### src/rtl/posit_decode_pipe.sv
// Three-stage pipelined posit decoder: packed posit word in, sign / scale / fraction
// plus zero and NaR flags out, over valid/ready handshakes with lossless backpressure.
module posit_decode_pipe #(
    parameter int POSIT_WIDTH    = 32,
    parameter int POSIT_ES       = 2,
    parameter int SCALE_WIDTH    = $clog2(POSIT_WIDTH) + POSIT_ES + 1,
    parameter int FRACTION_WIDTH = POSIT_WIDTH - POSIT_ES - 3
) (
    input  logic                      clk,
    input  logic                      rst,
    input  logic                      in_valid,
    output logic                      in_ready,
    input  logic [POSIT_WIDTH-1:0]    posit_word_i,
    output logic                      out_valid,
    input  logic                      out_ready,
    output logic                      sign_o,
    output logic [SCALE_WIDTH-1:0]    scale_o,
    output logic [FRACTION_WIDTH-1:0] fraction_o,
    output logic                      zero_o,
    output logic                      NaR_o
);

    localparam int N  = POSIT_WIDTH;
    localparam int CW = $clog2(POSIT_WIDTH) + 1;

    logic                          s1_en, s2_en, s3_en;
    logic                          v1_q, v2_q, v3_q;

    logic                          s1_sign_q, s1_zero_q, s1_nar_q;
    logic [N-2:0]                  s1_body_q;
    logic [N-2:0]                  body_d;
    logic                          zero_d, nar_d;

    logic                          s2_sign_q, s2_zero_q, s2_nar_q;
    logic [N-2:0]                  s2_body_q;
    logic signed [SCALE_WIDTH-1:0] s2_k_q;
    logic [CW-1:0]                 s2_shamt_q;
    logic [CW-1:0]                 run_d;
    logic                          run_stop_d;
    logic signed [SCALE_WIDTH-1:0] k_d;
    logic [CW-1:0]                 shamt_d;

    logic [N-2:0]                  shifted_d;
    logic [SCALE_WIDTH-1:0]        exp_d;
    logic [SCALE_WIDTH-1:0]        scale_d;
    logic [FRACTION_WIDTH-1:0]     frac_d;

    // Ready chain: a stage may load when empty or when its successor takes its word.
    always_comb begin
        s3_en = ~v3_q | out_ready;
        s2_en = ~v2_q | s3_en;
        s1_en = ~v1_q | s2_en;
    end

    assign in_ready  = s1_en;
    assign out_valid = v3_q;

    // S1 combinational: specials and the low N-1 bits of the magnitude (two's complement
    // negation of the low bits depends only on the low bits).
    always_comb begin
        zero_d = (posit_word_i == {N{1'b0}});
        nar_d  = (posit_word_i == {1'b1, {(N-1){1'b0}}});
        if (posit_word_i[N-1]) begin
            body_d = ~posit_word_i[N-2:0] + {{(N-2){1'b0}}, 1'b1};
        end else begin
            body_d = posit_word_i[N-2:0];
        end
    end

    // S1 registers: valid bit, sign, special flags and magnitude body.
    always_ff @(posedge clk) begin
        if (rst) begin
            v1_q      <= 1'b0;
            s1_sign_q <= 1'b0;
            s1_zero_q <= 1'b0;
            s1_nar_q  <= 1'b0;
            s1_body_q <= {(N-1){1'b0}};
        end else if (s1_en) begin
            v1_q <= in_valid;
            if (in_valid) begin
                s1_sign_q <= posit_word_i[N-1];
                s1_zero_q <= zero_d;
                s1_nar_q  <= nar_d;
                s1_body_q <= body_d;
            end
        end
    end

    // S2 combinational: regime run length from the body MSB, regime value k and shift.
    always_comb begin
        run_d      = {CW{1'b0}};
        run_stop_d = 1'b0;
        for (int i = N - 2; i >= 0; i--) begin
            if (!run_stop_d && (s1_body_q[i] == s1_body_q[N-2])) begin
                run_d = run_d + {{(CW-1){1'b0}}, 1'b1};
            end else begin
                run_stop_d = 1'b1;
            end
        end
        if (s1_body_q[N-2]) begin
            k_d = SCALE_WIDTH'(run_d) - {{(SCALE_WIDTH-1){1'b0}}, 1'b1};
        end else begin
            k_d = -SCALE_WIDTH'(run_d);
        end
        shamt_d = run_d + {{(CW-1){1'b0}}, 1'b1};
    end

    // S2 registers: carry flags and body forward with k and the regime shift amount.
    always_ff @(posedge clk) begin
        if (rst) begin
            v2_q       <= 1'b0;
            s2_sign_q  <= 1'b0;
            s2_zero_q  <= 1'b0;
            s2_nar_q   <= 1'b0;
            s2_body_q  <= {(N-1){1'b0}};
            s2_k_q     <= {SCALE_WIDTH{1'b0}};
            s2_shamt_q <= {CW{1'b0}};
        end else if (s2_en) begin
            v2_q <= v1_q;
            if (v1_q) begin
                s2_sign_q  <= s1_sign_q;
                s2_zero_q  <= s1_zero_q;
                s2_nar_q   <= s1_nar_q;
                s2_body_q  <= s1_body_q;
                s2_k_q     <= k_d;
                s2_shamt_q <= shamt_d;
            end
        end
    end

    // S3 combinational: dropping regime and terminator leaves e then fraction at the top;
    // a shift of N clears everything, which covers a regime that fills the word.
    always_comb begin
        shifted_d = s2_body_q << s2_shamt_q;
        exp_d     = SCALE_WIDTH'(shifted_d >> (N - 1 - POSIT_ES));
        scale_d   = (s2_k_q <<< POSIT_ES) + exp_d;
        frac_d    = shifted_d[N-2-POSIT_ES -: FRACTION_WIDTH];
    end

    // S3 registers drive the outputs; specials force the numeric fields to zero.
    always_ff @(posedge clk) begin
        if (rst) begin
            v3_q       <= 1'b0;
            sign_o     <= 1'b0;
            scale_o    <= {SCALE_WIDTH{1'b0}};
            fraction_o <= {FRACTION_WIDTH{1'b0}};
            zero_o     <= 1'b0;
            NaR_o      <= 1'b0;
        end else if (s3_en) begin
            v3_q <= v2_q;
            if (v2_q) begin
                zero_o <= s2_zero_q;
                NaR_o  <= s2_nar_q;
                if (s2_zero_q || s2_nar_q) begin
                    sign_o     <= 1'b0;
                    scale_o    <= {SCALE_WIDTH{1'b0}};
                    fraction_o <= {FRACTION_WIDTH{1'b0}};
                end else begin
                    sign_o     <= s2_sign_q;
                    scale_o    <= scale_d;
                    fraction_o <= frac_d;
                end
            end
        end
    end

endmodule

### config.mk
export PLATFORM = sky130hd
export DESIGN_NAME = posit_decode_pipe
export DESIGN_NICKNAME = d
export VERILOG_FILES = /design/src/rtl/posit_decode_pipe.sv
export SDC_FILE = /design/constraint.sdc
export NUM_CORES = 1
export LEC_CHECK = 0
export ABC_CLOCK_PERIOD_IN_PS = 29900
export CELL_PAD_IN_SITES_DETAIL_PLACEMENT = 0
export CELL_PAD_IN_SITES_GLOBAL_PLACEMENT = 2
export CORE_MARGIN = 2
export CORE_UTILIZATION = 38
export CTS_CLUSTER_DIAMETER = 150
export DETAILED_ROUTE_END_ITERATION = 10
export PLACE_DENSITY_LB_ADDON = 0.2
export SYNTH_ARGS = -nofsm -noshare
export SYNTH_HDL_FRONTEND = slang
export SYNTH_SLANG_ARGS = --single-unit
### constraint.sdc
create_clock -name clk -period 29.9 [get_ports clk]
set_input_delay 4.485 -clock clk [delete_from_list [all_inputs] [get_ports clk]]
set_output_delay 4.485 -clock clk [all_outputs]
set_load 0.01 [all_outputs]
==> results of run 1 <==
metrics by stage:
step                      hold slack, ns  power [mW]  setup WS (ns)
final                              0.451       0.588           9.96
after global routing               0.467       0.628           8.21
after CTS                          0.451       0.593          10.03
after detailed placement           0.446       0.388          10.07
after global placement             0.443       0.386          10.64
after floorplan                    0.432       0.340          10.56
placed cells by master, fill, tap and decap left out, types with 6 or more instances in the layout:
cell             instances
nand2b_1                14
nor2b_1                 12
and2_1                  13
or3_1                   20
clkdlybuf4s50_1         74
a22oi_1                 26
and3_1                   7
clkbuf_16               17
a31oi_1                  6
nand3_1                 28
nor4_1                  10
mux2i_1                 48
o31ai_1                 10
o21ai_0                 52
nand2_1                228
nor3_1                  28
mux2_2                  16
or4_1                    9
nand3b_1                 7
a21o_1                  12
o41ai_1                  6
inv_1                   32
xnor3_1                  8
mux4_2                  17
ha_1                    30
xnor2_1                 33
nor2_1                 122
dfxtp_1                120
o22ai_1                  9
a222oi_1                 7
o211ai_1                 6
or2_2                    8
nor3b_1                  6
a21oi_1                120
a211oi_1                44
xor2_1                  53
buf_4                   12
layer usage:
layer	track usage [%]	part of all wire, %	up-vias
met5	0	0	-
met1	27.7	49	4464
met2	33.7	47	125
met3	2.76	2.7	21
met4	4.27	1.2	0
li1	-	-	4785
where the power goes:
part | internal (mW) | leakage [nW] | total [mW] | switching [mW]
clock network | 0.122 | 0.275 | 0.203 | 0.0808
registers | 0.169 | 0.987 | 0.179 | 0.00993
logic | 0.0856 | 2.98 | 0.206 | 0.120
total | 0.377 | 4.24 | 0.588 | 0.211
sequential cells by signal, summed over array words and instances, names as in the netlist:
name	count
out_valid	1
s2_nar_q	1
s1_sign_q	1
zero_o	1
scale_o	8
sign_o	1
s2_shamt_q	6
s2_sign_q	1
s1_body_q	31
s1_zero_q	1
s2_body_q	31
v1_q	1
fraction_o	27
s1_nar_q	1
v2_q	1
s2_k_q	6
NaR_o	1
s2_zero_q	1
critical path, delay by kind of cell (launching register included):
kind            cells  cell delay [ns]
simple gates       26             3.53
fa+ha+maj          25             7.66
buf+inv             4             0.29
xor+xnor            2             0.55
compound gates     21             3.70
flops               1             0.39
mux                17             3.66
area by class of cell:
cell class	instances	area (um2)
Clock inverter	14	150
Tap cell	335	419
Clock buffer	17	425
Multi-Input combinational cell	1087	7190
Fill cell	2738	14400
Timing Repair Buffer	86	831
Inverter	32	120
Sequential cell	121	2420
worst max-delay path by stage:
stage,start,endpoint
2_1_floorplan,s1_body_q[30],s2_k_q[5]
3_3_place_gp,s1_body_q[28],s2_k_q[5]
3_5_place_dp,s1_body_q[28],s2_k_q[5]
4_1_cts,s1_body_q[28],s2_k_q[5]
5_1_grt,s1_body_q[28],s2_k_q[5]
6_report,s1_body_q[28],s2_k_q[5]
cells by family after synthesis:
logic type,count (synthesis),synth area share (%)
multiplexers,83,10.7
AO/OA/AOI/OAI,337,21.2
adder cells (fa/ha/maj),31,3.84
AND/OR/NAND/NOR,534,24.8
XOR/XNOR,102,10.9
flip-flops,121,24.1
buffers and inverters,115,4.50
==> metrics.yaml, run 1 <==
rsz0062_at_grt: "no"
skew_ns: 0.0133
viasPerCell: 5.55
design_area_mm2: 0.0116
critPathLaunchType: "flop"
synth_nets: 1389
critPathRequiredTime_ns: 30.19
syn_inst: 1323
initial_core_util_pct: 38.7
yosys-top-cells-area: "dfxtp_1 (24%), nand2_1 (8.5%), a21oi_1 (6.0%)"
drv_slew: 0
detailed_place_hpwl_um: 21100
grt_util_all_layers_pct: 20.1
worstReg2RegEnd: "s2_k_q[5]"
drv_cap: 0
postCtsSetupRepairBufs: 0
r2r_setup_slack_ns: 9.96
yosys_warnings: 0
async_flop_share_pct: 0
slowest_delay_ns: 0.59
synth_edf_count: 0
worst_path_max_delay_cell: "or4_1"
status: "finished clean"
worstHoldPathCells: 2
tns_ns: 0
numCtsBuffers: 17
clock_sinks: 121
antenna_cells: 0
netlist_area_mm2: 0.0100
hp-class: "flop to flop"
placed_area_mm2: 0.0110
io_pins: 76
cts_buffer_depth: 2
ys_seq_elements: 121
clock.fmax_ghz: 0.0502
fin_crit_ns: 19.94
holdPathEnd: "scale_o[3]"
worst-r2r-cell-count: 95
yosysSeqAreaShare_pct: 24.1
dr_total_vias: 9395
grt_overflow_total: 0
rows: 59
dr.pass1.iters: 5
stdcell_count: 1692
finalWirelength_um: 28100
finalCritPeriodShare_pct: 66.7
rr_startpoint: "s1_body_q[28]"
insertion_delay_ns: 0.43
worstPathArrival_ns: 20.23
crit_path_max_fanout: 10
drtIter0Drc: 726
critPathKind: "flop to flop"
grt_max_degree: 70
core_area_mm2: 0.0260
grt_antenna_before_repair: 0
first_global_vias: 8782
relSlewSlack_pct: 18.9
postRouteAntennaNets: 0
ir_drop_v: 0.0000305
tritoncts: "built"
yosysMostFrequentCell: "nand2_1"
synth_flop_cell: "dfxtp_1"
routabilityCongestion: 0.847
setup_viol: 0
die_w_um: 167
cts_hold_buf: 0
layout.nets: 1411
synth_cell_types: 78
p_per_area_mw_per_mm2: 50.9
die_area_mm2: 0.0278
numPortBuffers: 75
hold_start: "scale_o[3]"
syn2layout_area_growth_pct: 15.1
synth_commonest_cells: "nand2_1 (228), nor2_1 (122), dfxtp_1 (121)"
clk_pin_slew_ns: 0.06
hold_viol_final: 0
cp_common_cell: "ha_1"
wire_per_inst_um: 16.6
netlist.area_leader.share_pct: 24.1
post-route-drc-count: 0
die_y_um: 167
root_buffer: "clkbuf_16"
dp_cells: 1661
yosysTopAreaCell: "dfxtp_1"
htree_num_levels: 4
leakage_nw: 4.24
avgSynthCellArea_um2: 7.59
end_kind: "flop"
drive_gt1_share_pct: 7.96
grt_pass1_wl_um: 46000
tightest_slew_ns: 1.21
post-route-util_pct: 44.5
cts_resized: 0
Note: power is estimated with default switching activity, not from simulation.
==> inputs of run 2 (changes only) <==
--- a/config.mk
+++ b/config.mk
@@ -5,11 +5,11 @@
 export SDC_FILE = /design/constraint.sdc
 export NUM_CORES = 1
 export LEC_CHECK = 0
-export ABC_CLOCK_PERIOD_IN_PS = 29900
+export ABC_CLOCK_PERIOD_IN_PS = 16600
 export CELL_PAD_IN_SITES_DETAIL_PLACEMENT = 0
 export CELL_PAD_IN_SITES_GLOBAL_PLACEMENT = 2
 export CORE_MARGIN = 2
-export CORE_UTILIZATION = 38
+export CORE_UTILIZATION = 32
 export CTS_CLUSTER_DIAMETER = 150
 export DETAILED_ROUTE_END_ITERATION = 10
 export PLACE_DENSITY_LB_ADDON = 0.2
==> constraint.sdc (replaced) <==
create_clock -name clk -period 16.6 [get_ports clk]
set_input_delay 2.49 -clock clk [delete_from_list [all_inputs] [get_ports clk]]
set_output_delay 2.49 -clock clk [all_outputs]
set_load 0.01 [all_outputs]
==> run 2 against run 1 <==
Against the previous run: worst setup slack got worse by 9.9 ns; final area rose by 9.9%; combinational power grew to 2.6 times the previous value; routed wire length up 11%; sequential share of layout area decreased by 1.9 points; power up 110%; final cell count up 7.7%; die area up 18%; critical endpoint unchanged.
==> metrics.yaml, run 2 (same netlist as run 1, synthesis figures left out) <==
leakage_nw: 4.64  # was 4.24 nW
status: "finished clean"  # unchanged
dr_total_vias: 9814  # was 9395
fill_cells: 3267  # was 2738
die_area_mm2: 0.0328  # was 0.0278 mm2
root_buffer: "clkbuf_16"  # unchanged
clock_sinks: 121  # unchanged
initial_core_util_pct: 32.7  # was 38.7%
finalCritPeriodShare_pct: 99.8  # was 66.7%
critPathRequiredTime_ns: 16.87  # was 30.19 ns
insertion_delay_ns: 0.42  # was 0.43 ns
post-route-util_pct: 41.3  # was 44.5%
drv_slew: 0  # unchanged
worstPathArrival_ns: 16.83  # was 20.23 ns
detailed_place_hpwl_um: 22700  # was 21100 um
finalPower_mw: 1.23  # was 0.588 mW
design_area_mm2: 0.0127  # was 0.0116 mm2
drive_gt1_share_pct: 17.8  # was 7.96%
ff_latch_area_mm2: 0.00243  # was 0.00242 mm2
grt_overflow_total: 0  # unchanged
rsz0062_at_grt: "yes"  # was no
postRouteAntennaNets: 0  # unchanged
finalWirelength_um: 31000  # was 28100 um
numCtsBuffers: 17  # unchanged
die_y_um: 181  # was 167 um
ir_drop_v: 0.0000775  # was 0.0000305 V
tritoncts: "built"  # unchanged
hold_viol_final: 0  # unchanged
post-route-drc-count: 0  # unchanged
grt_pass1_wl_um: 50300  # was 46000 um
numPortBuffers: 75  # unchanged
rows: 64  # was 59
io_pins: 76  # unchanged
end_kind: "flop"  # unchanged
cts_buffer_depth: 2  # unchanged
dr.pass1.iters: 5  # unchanged
layout.nets: 1480  # was 1411
syn2layout_area_growth_pct: 26.5  # was 15.1%
reg_top3: "s1_body_q x31, s2_body_q x31, fraction_o x27"  # unchanged
rr_startpoint: "s1_body_q[30]"  # was s1_body_q[28]
first_global_vias: 9446  # was 8782
tightest_slew_ns: 1.10  # was 1.21 ns
wire_per_inst_um: 17.0  # was 16.6 um
worst_path_max_delay_cell: "or4_4"  # was or4_1
relSlewSlack_pct: 26.3  # was 18.9%
p_per_area_mw_per_mm2: 96.4  # was 50.9 mW/mm2
grt_max_degree: 63  # was 70
critPathLaunch: "s1_body_q[30]"  # was s1_body_q[28]
drtIter0Drc: 614  # was 726
skew_ns: 0.00827  # was 0.0133 ns
final_common_cell: "nand2_1"  # unchanged
hp-class: "flop to flop"  # unchanged
fin_crit_ns: 16.56  # was 19.94 ns
placed_area_mm2: 0.0115  # was 0.0110 mm2
worstReg2RegEnd: "s2_k_q[5]"  # unchanged
grt_antenna_before_repair: 0  # unchanged
tns_ns: 0  # unchanged
htree_num_levels: 4  # unchanged
setup_viol: 0  # unchanged
worst-r2r-cell-count: 96  # was 95
viasPerCell: 5.38  # was 5.55
clk_pin_slew_ns: 0.06  # about the same
die_w_um: 181  # was 167 um
cts_hold_buf: 0  # unchanged
grt_util_all_layers_pct: 18.9  # was 20.1%
r2r_setup_slack_ns: 0.04  # was 9.96 ns
critPathLaunchType: "flop"  # unchanged
slowest_delay_ns: 0.57  # was 0.59 ns
multi_input_area_mm2: 0.00775  # was 0.00719 mm2
cp-endpoint: "s2_k_q[5]"  # unchanged
core_area_mm2: 0.0307  # was 0.0260 mm2
critPathKind: "flop to flop"  # unchanged
clock.fmax_ghz: 0.0604  # was 0.0502 GHz
antenna_cells: 0  # unchanged
routabilityCongestion: 0.815  # was 0.847
final_cell_mix: "nand2_1 (215), nor2_1 (119), dfxtp_1 (118), a21oi_1 (115), buf_4 (80)"  # was nand2_1 (228), nor2_1 (122), dfxtp_1 (120), a21oi_1 (120), clkdlybuf4s50_1 (74)
crit_path_max_fanout: 4  # was 10
cp_common_cell: "ha_4"  # was ha_1
drv_cap: 0  # unchanged
## run 2: changes by cell type in the layout (fill, tap and decap cells not counted), sizes merged
cell / change
clkbuf: +4
inv: -1
buf: +69
clkinv: -3
clkinvlp: +2
bufinv: -1
## run 2: critical path, delay by kind of cell (launching register included)
family	cells	cell delay, ns
AO/OA/AOI/OAI	21	2.83
XOR/XNOR	2	0.32
adder cells (fa/ha/maj)	25	6.41
buffers and inverters	3	0.21
flip-flops	1	0.33
multiplexers	17	3.08
AND/OR/NAND/NOR	28	3.25
## run 2: through the flow
stage | instances | hold WS, ns | setup WS (ns)
after CTS | 1805 | 0.454 | 0.00276
after global routing | 1823 | 0.471 | -0.657
after global placement | 1754 | 0.443 | 0.0838
final | 1823 | 0.450 | 0.0381
after detailed placement | 1754 | 0.446 | -0.349
after floorplan | 1323 | 0.432 | -0.325
## run 2: layout make-up
| cell class | instances | area share (%) |
|---|---|---|
| Timing Repair Buffer | 155 | 10.6 |
| Multi-Input combinational cell | 1087 | 61.0 |
| Sequential cell | 121 | 19.1 |
| Inverter | 32 | 0.945 |
| Tap cell | 396 | 3.90 |
| Clock inverter | 11 | 0.758 |
| Clock buffer | 21 | 3.70 |
## run 2: metal layers
layer / wire [um] / track usage, % / vias to the layer above
met1: 15000 / 25.3 / 4709
met3: 822 / 2.92 / 21
met5: 0 / 0 / -
li1: - / - / 4932
met4: 458 / 4.55 / 0
met2: 14800 / 31.9 / 152
## run 2: report_power, final
group          total, mW  switching (mW)  leakage (nW)  internal [mW]
Clock              0.360           0.143         0.267          0.217
Sequential         0.321          0.0173         0.988          0.304
Combinational      0.544           0.277          3.38          0.267
## run 2: how the worst min path moves through the flow
stage,from,cells past startpoint,to
detailed placement,scale_o[7],2,scale_o[7]
finish,s2_k_q[1],2,s2_k_q[1]
global placement,scale_o[6],2,scale_o[6]
floorplan,s2_shamt_q[5],2,s2_shamt_q[5]
global route,s1_nar_q,2,s2_nar_q
CTS,scale_o[7],2,scale_o[7]
## run 2: what timing repair did
action,in CTS,in global routing
setup buffers,19,20
gates resized for setup,16,53
gates cloned,0,0
pin swaps,24,55
endpoints found under the setup margin,5,10
